<file path="config.mk">
export PLATFORM = sky130hd
export DESIGN_NAME = sub_flag_unit
export DESIGN_NICKNAME = d
export VERILOG_FILES = /design/src/rtl/sub_flag_unit.sv
export SDC_FILE = /design/constraint.sdc
export NUM_CORES = 1
export LEC_CHECK = 0
export BUFFER_PORTS_ARGS = -buffer_cell sky130_fd_sc_hd__buf_2
export CELL_PAD_IN_SITES_DETAIL_PLACEMENT = 1
export CELL_PAD_IN_SITES_GLOBAL_PLACEMENT = 1
export CORE_MARGIN = 2
export CORE_UTILIZATION = 40
export DETAILED_ROUTE_END_ITERATION = 10
export PLACE_DENSITY_LB_ADDON = 0.1
export REMOVE_ABC_BUFFERS = 1
export SLEW_MARGIN = 20
export SYNTH_ARGS = -nofsm -noshare
export SYNTH_HDL_FRONTEND = slang
export SYNTH_SLANG_ARGS = --single-unit
</file>
<file path="constraint.sdc">
create_clock -name clk -period 10.2 [get_ports clk]
set_input_delay 0 -clock clk [delete_from_list [all_inputs] [get_ports clk]]
set_output_delay 0 -clock clk [all_outputs]
set_load 0.01 [all_outputs]
</file>
<file path="src/rtl/sub_flag_unit.sv">
// Multi-cycle subtract-and-flag stage: diff = a - b computed CHUNK bits per cycle with a rippled borrow.
// Latency: N = WIDTH/CHUNK cycles from accept to out_valid; initiation interval N+2.
// Backpressure: results held in DONE until out_ready; no accept while busy (in_ready low).
module sub_flag_unit #(
  parameter int WIDTH = 32,
  parameter int CHUNK = 8   // WIDTH must be a multiple of CHUNK
) (
  input  logic             clk,
  input  logic             rst_n,
  input  logic             in_valid,
  output logic             in_ready,
  input  logic [WIDTH-1:0] a,
  input  logic [WIDTH-1:0] b,
  output logic             out_valid,
  input  logic             out_ready,
  output logic [WIDTH-1:0] diff,
  output logic             zf,
  output logic             nz,
  output logic             cf,
  output logic             of
);

  localparam int N  = WIDTH / CHUNK;
  localparam int KW = (N > 1) ? $clog2(N) : 1;
  localparam logic [KW-1:0] K_LAST = KW'(N - 1);

  typedef enum logic [1:0] {
    S_IDLE = 2'd0,
    S_CALC = 2'd1,
    S_DONE = 2'd2
  } state_t;

  state_t           state_q;
  logic [WIDTH-1:0] a_q;
  logic [WIDTH-1:0] nb_q;      // subtrahend stored inverted: a - b == a + ~b + 1
  logic [WIDTH-1:0] acc_q;
  logic             carry_q;   // carry of the add form; borrow is its complement
  logic [KW-1:0]    k_q;
  logic             in_ready_q;
  logic             out_valid_q;
  logic [WIDTH-1:0] diff_q;
  logic             zf_q;
  logic             nz_q;
  logic             cf_q;
  logic             of_q;

  logic [CHUNK-1:0] a_sl;
  logic [CHUNK-1:0] nb_sl;
  logic [CHUNK:0]   slice_sum;
  logic [WIDTH-1:0] diff_d;
  logic             of_d;

  // Current slice add, plus the full result with the in-flight slice merged in for the final load.
  always_comb begin
    a_sl      = a_q[int'(k_q)*CHUNK +: CHUNK];
    nb_sl     = nb_q[int'(k_q)*CHUNK +: CHUNK];
    slice_sum = {1'b0, a_sl} + {1'b0, nb_sl} + {{CHUNK{1'b0}}, carry_q};
    diff_d    = acc_q;
    diff_d[int'(k_q)*CHUNK +: CHUNK] = slice_sum[CHUNK-1:0];
    // Operand signs differ (a vs. real b, i.e. a equals ~b in the MSB) and result sign flipped.
    of_d      = (a_q[WIDTH-1] == nb_q[WIDTH-1]) & (diff_d[WIDTH-1] != a_q[WIDTH-1]);
  end

  // Control FSM with registered handshake outputs, slice datapath and result registers.
  always_ff @(posedge clk or negedge rst_n) begin
    if (!rst_n) begin
      state_q     <= S_IDLE;
      a_q         <= '0;
      nb_q        <= '0;
      acc_q       <= '0;
      carry_q     <= 1'b0;
      k_q         <= '0;
      in_ready_q  <= 1'b1;
      out_valid_q <= 1'b0;
      diff_q      <= '0;
      zf_q        <= 1'b0;
      nz_q        <= 1'b0;
      cf_q        <= 1'b0;
      of_q        <= 1'b0;
    end else begin
      case (state_q)
        S_IDLE: begin
          if (in_valid) begin
            a_q        <= a;
            nb_q       <= ~b;
            acc_q      <= '0;
            carry_q    <= 1'b1;
            k_q        <= '0;
            in_ready_q <= 1'b0;
            state_q    <= S_CALC;
          end
        end
        S_CALC: begin
          acc_q[int'(k_q)*CHUNK +: CHUNK] <= slice_sum[CHUNK-1:0];
          carry_q <= slice_sum[CHUNK];
          k_q     <= k_q + KW'(1);
          if (k_q == K_LAST) begin
            diff_q      <= diff_d;
            zf_q        <= (diff_d == '0);
            nz_q        <= (diff_d != '0);
            cf_q        <= ~slice_sum[CHUNK];
            of_q        <= of_d;
            out_valid_q <= 1'b1;
            state_q     <= S_DONE;
          end
        end
        S_DONE: begin
          if (out_ready) begin
            out_valid_q <= 1'b0;
            in_ready_q  <= 1'b1;
            state_q     <= S_IDLE;
          end
        end
        default: begin
          out_valid_q <= 1'b0;
          in_ready_q  <= 1'b1;
          state_q     <= S_IDLE;
        end
      endcase
    end
  end

  assign in_ready  = in_ready_q;
  assign out_valid = out_valid_q;
  assign diff      = diff_q;
  assign zf        = zf_q;
  assign nz        = nz_q;
  assign cf        = cf_q;
  assign of        = of_q;

endmodule

</file>
After elaboration in Yosys (flattened, before gate mapping):

Index checks and enable logic that the tools add are counted.

* add/sub/neg operators: 4
* equality and inequality tests: 8
* shift-type cells: 4
* multiplexer cells: 17
* bitwise logic cells: 5
* reductions and logical operators: 10

Operators by type and width (count)
* 32-bit one-hot mux with 2 select lines: 1
* 32-bit by 6-bit indexed part select with 8-bit output: 2
* 5-bit negator with 33-bit output: 1
* 8-bit by 33-bit variable shift with 32-bit output, first input constant: 1
* 8-bit by 33-bit indexed part select with 32-bit output: 1
* 32-bit bitwise mux: 1
* 32-bit logical NOT: 1
* 32-bit two-way mux: 1
* 32-bit NOT: 1
* 32-bit nonzero test: 1
* 8-bit by 8-bit adder with 9-bit output: 1
* 9-bit by 1-bit adder with 9-bit output: 1
* 3-bit AND reduction: 3
* 2-bit two-way mux: 4
* 2-bit inequality test, second input constant: 3
* 1-bit one-hot mux with 3 select lines: 2
* 2-bit one-hot mux with 3 select lines: 1
* 2-bit AND reduction: 3
* 1-bit two-way mux: 5
* 2-bit == test, second input constant: 2
* 2-bit one-hot mux with 2 select lines: 1
* 1-bit NOT: 3
* 2-bit by 1-bit adder with 2-bit output, second input constant: 1
* 2-bit by 1-bit == test with 1-bit output, second input constant: 1
* other kinds (6): 6

* bits in registers: 139
* input bits: 68
* output and inout bits: 38
* logic and storage cells: 61

Depth between registers and ports, before layout:

* depth after elaboration: 7
* mapped depth: 13
* mapped depth without buffers: 10

Worst setup path before layout:

Ideal clock, no wire load.

* path kind: register -> register
* from: reg k_q[0]
* to: reg of_q, in the netlist of
* setup time: 0.069 ns
* arrival: 3.298 ns
* data required time: 10.131 ns
* slack: 6.833 ns
* stages on the path, launching flop included: 13
* buffers on the path: 4
* cells stage by stage: dfrtp_1 > buf_2 > buf_2 > buf_2 > mux4_2 > ha_1 > o21ai_1 > nor3_1 > mux2i_1 > o311ai_1 > buf_2 > a2111o_1 > nand3_1

* longest elaborated chain between the ends: 7
* elaborated cells on any way between the ends: 12

Ends and longest elaborated chain
* start, declared: RTL line 38 `logic [KW-1:0] k_q;`
* start signal, assigned: RTL line 96 `k_q <= k_q + KW'(1);`
* 32-bit by 6-bit indexed part select with 8-bit output, on equally long branches: RTL line 55, 56
* 8-bit by 8-bit adder with 9-bit output: RTL line 57 `slice_sum = {1'b0, a_sl} + {1'b0, nb_sl} + {{CHUNK{1'b0}}, carry_q};`
* 9-bit by 1-bit adder with 9-bit output: RTL line 57
* 8-bit by 33-bit indexed part select with 32-bit output: RTL line 59 `diff_d[int'(k_q)*CHUNK +: CHUNK] = slice_sum[CHUNK-1:0];`
* 32-bit bitwise mux: RTL line 59
* 1-bit inequality test: RTL line 61 `of_d = (a_q[WIDTH-1] == nb_q[WIDTH-1]) & (diff_d[WIDTH-1] != a_q[WIDTH-1]);`
* 1-bit bitwise AND: RTL line 61
* end signal, assigned: RTL line 79 `of_q <= 1'b0;`
* end signal, assigned: RTL line 102 `of_q <= of_d;`
* end, declared: RTL line 45 `logic of_q;`

Several ways; a longest one is shown, not always the timed one.
A chain may end at the register's enable or synchronous reset.

Worst setup path in the final report:

* from: reg k_q[1]
* to: reg zf_q, in the netlist zf

* longest elaborated chain between the ends: 6
* elaborated cells on any way between the ends: 11

Ends and longest elaborated chain
* 32-bit by 6-bit indexed part select with 8-bit output, on equally long branches: RTL line 55, 56
* 8-bit by 8-bit adder with 9-bit output: RTL line 57
* 9-bit by 1-bit adder with 9-bit output: RTL line 57
* 8-bit by 33-bit indexed part select with 32-bit output: RTL line 59
* 32-bit bitwise mux: RTL line 59
* 32-bit logical NOT: RTL line 99 `zf_q <= (diff_d == '0);`
* end signal, assigned: RTL line 99
* end, declared: RTL line 42 `logic zf_q;`

Several ways; a longest one is shown, not always the timed one.

==> results.sh <==
export IMPL_grt_pass1_vias=5775
export IMPL_gr_total_overflow=0
export IMPL_worst_pin_slew_ps=1010
export IMPL_fillers=1741
export IMPL_syn2layout_area_growth_pct=30.0
export IMPL_cts_buffers=17
export IMPL_r2r_end="zf"
export IMPL_drive_above_1_share_pct=28.1
export IMPL_via_per_inst=5.44
export IMPL_post_cts_resized=0
export IMPL_synth_seq_area_share_pct=53.7
export IMPL_vias=5218
export IMPL_initial_core_util_pct=40.8
export IMPL_grt_usage_pct=22.6
export IMPL_setup_worst_path_start="k_q[1]"
export IMPL_cts_setup_buffers=0
export IMPL_avgSynthCellArea_um2=11.5
export IMPL_die_x_um=131
export IMPL_clock_tree_htree_level_count=4
export IMPL_synth_seq_cells=139
export IMPL_start_kind="flop"
export IMPL_final_cell_mix="dfrtp_1 (138), buf_2 (104), nor2_1 (88)"
export IMPL_antenna_found_initial=0
export IMPL_maxCapViolCount=0
export IMPL_fin_skew_ps=8.58
export IMPL_max_freq_ghz=0.276
export IMPL_rrSetupSlack_ps=6580
export IMPL_period_share_pct=35.5
export IMPL_grt_setup_unrepaired="no"
export IMPL_min_period_ps=3620
export IMPL_diodes=0
export IMPL_grt_max_degree=80
export IMPL_async_flop_share_pct=100
export IMPL_slew_violations=0
export IMPL_drtIter0Drc=294
export IMPL_clk_latency_ps=430
export IMPL_die_h_um=131
export IMPL_drc_errors=0
export IMPL_clk_pin_slew_worst_paths_ps=60
export IMPL_hp_class="input pin to asynchronous set/reset pin"
export IMPL_core_area_um2=15900
export IMPL_postRouteAntennaNets=0
export IMPL_mostFrequentLayoutCell="dfrtp_1"
export IMPL_cts_hold_buf=67
export IMPL_grt_pass1_wl_mm=30.7
export IMPL_netlist_area_um2=6480
export IMPL_wirelength_mm=18.5
export IMPL_fin_setup_tns_ps=0
export IMPL_post_route_util_pct=53.0
export IMPL_critPathCaptureType="flop"
export IMPL_io_pins=106
export IMPL_cp_data_required_time_ps=10510
export IMPL_register_area_um2=3480
export IMPL_synth_cell_types=72
export IMPL_syn_inst=565
export IMPL_nets=813
export IMPL_rows=46
export IMPL_io_buffers=105
export IMPL_rr_worst_depth=10
export IMPL_setup_viol=0
export IMPL_hold_viol_final=0
export IMPL_die_area_um2=17200
export IMPL_cts_buffer_depth=2
export IMPL_synth_main_ff_cell="dfrtp_1"
export IMPL_post_drt_wl_per_cell_um=19.3
export IMPL_clock_sinks=139
export IMPL_synth_edf_count=0
export IMPL_root_buffer="clkbuf_16"
export IMPL_holdWs_ps=106
export IMPL_multiInputGateArea_um2=2800
export IMPL_critPathKind="flop to flop"
export IMPL_gp_congestion=0.801
export IMPL_dr_pass1_iters=4
export IMPL_critPathArrivalTime_ps=3930
export IMPL_status="finished, final reports clean"
export IMPL_cts_tree="built"
export IMPL_synth_warnings=0
export IMPL_slew_headroom_pct=32.7
export IMPL_path_max_fanout=21
export IMPL_reg2reg_from="k_q[1]"
export IMPL_dpl_hpwl_mm=11.9
[cell type report]
| class | instances | share of cell area [%] |
|---|---|---|
| clock buffers | 22 | 5.51 |
| clock inverters | 10 | 1.11 |
| inverters | 16 | 0.713 |
| multi-input cells | 377 | 33.3 |
| flip-flops and latches | 139 | 41.3 |
| well taps | 216 | 3.21 |
| repair buffers | 179 | 14.9 |
[synth_stat cells, drive strengths merged (6+ instances only)]
cell	instances	share of area, %
o21ai	15	1.2
mux2	32	5.6
clkbuf	19	1.2
nand2	30	1.8
inv	15	0.87
a21oi	47	3.6
nor2	88	5.1
o22ai	6	0.68
a221oi	21	2.9
buf	14	1.1
ha	13	2.5
mux4	16	5.6
dfrtp	138	53
a22o	31	4.2
nor3	8	0.62
[metal layers]
metal	GRT usage, %	vias to the layer above	wire, um
met5	0	-	0
met4	7.67	0	289
met3	4.32	19	602
met2	40.0	107	9810
met1	27.7	2690	7780
li1	-	2402	-
[worst max-delay path: stages, from the launching register on]
cell     delay [ps]
dfrtp_1         950
mux4_2          380
fa_1            220
inv_1            60
fa_1            400
nor2b_1         190
o22ai_2         120
xnor2_2         470
o21ai_0         170
and4_1          270
a32o_2          260
[worst max-delay path by stage]
stage,endpoint,slack [ps]
detailed placement,zf,6510
global placement,zf,6650
floorplan,acc_q[26],5350
CTS,zf,6530
finish,zf,6580
global route,zf,6380
[logic make-up after synthesis]
| group | count (synthesis) | synth area share, % |
|---|---|---|
| AOI/OAI and AO/OA | 149 | 16.3 |
| xor gates and xnor gates | 4 | 0.888 |
| adders and majority gates | 15 | 3.13 |
| buffers and inverters | 49 | 3.17 |
| DFF | 139 | 53.7 |
| muxes | 50 | 11.4 |
| and+or+nand+nor | 159 | 11.4 |
[sequential cells by signal (all words and copies together) (netlist names)]
signal     flops
a_q           32
acc_q         32
carry_q        1
cf             1
diff          32
in_ready       1
k_q            2
nb_q          32
nz             1
of             1
out_valid      1
state_q        2
zf             1
[stage by stage]
stage	cells	area, um^2	setup slack, ps
2_1_floorplan	532	6340	5350
3_3_place_gp	860	7200	6650
5_1_grt	959	8430	6380
6_report	959	8430	6580
4_1_cts	959	8430	6530
3_5_place_dp	860	7200	6510
Power is left out: the tool's default activity adds up to more than one toggle a clock period on the data nets, which glitch-free logic cannot reach.
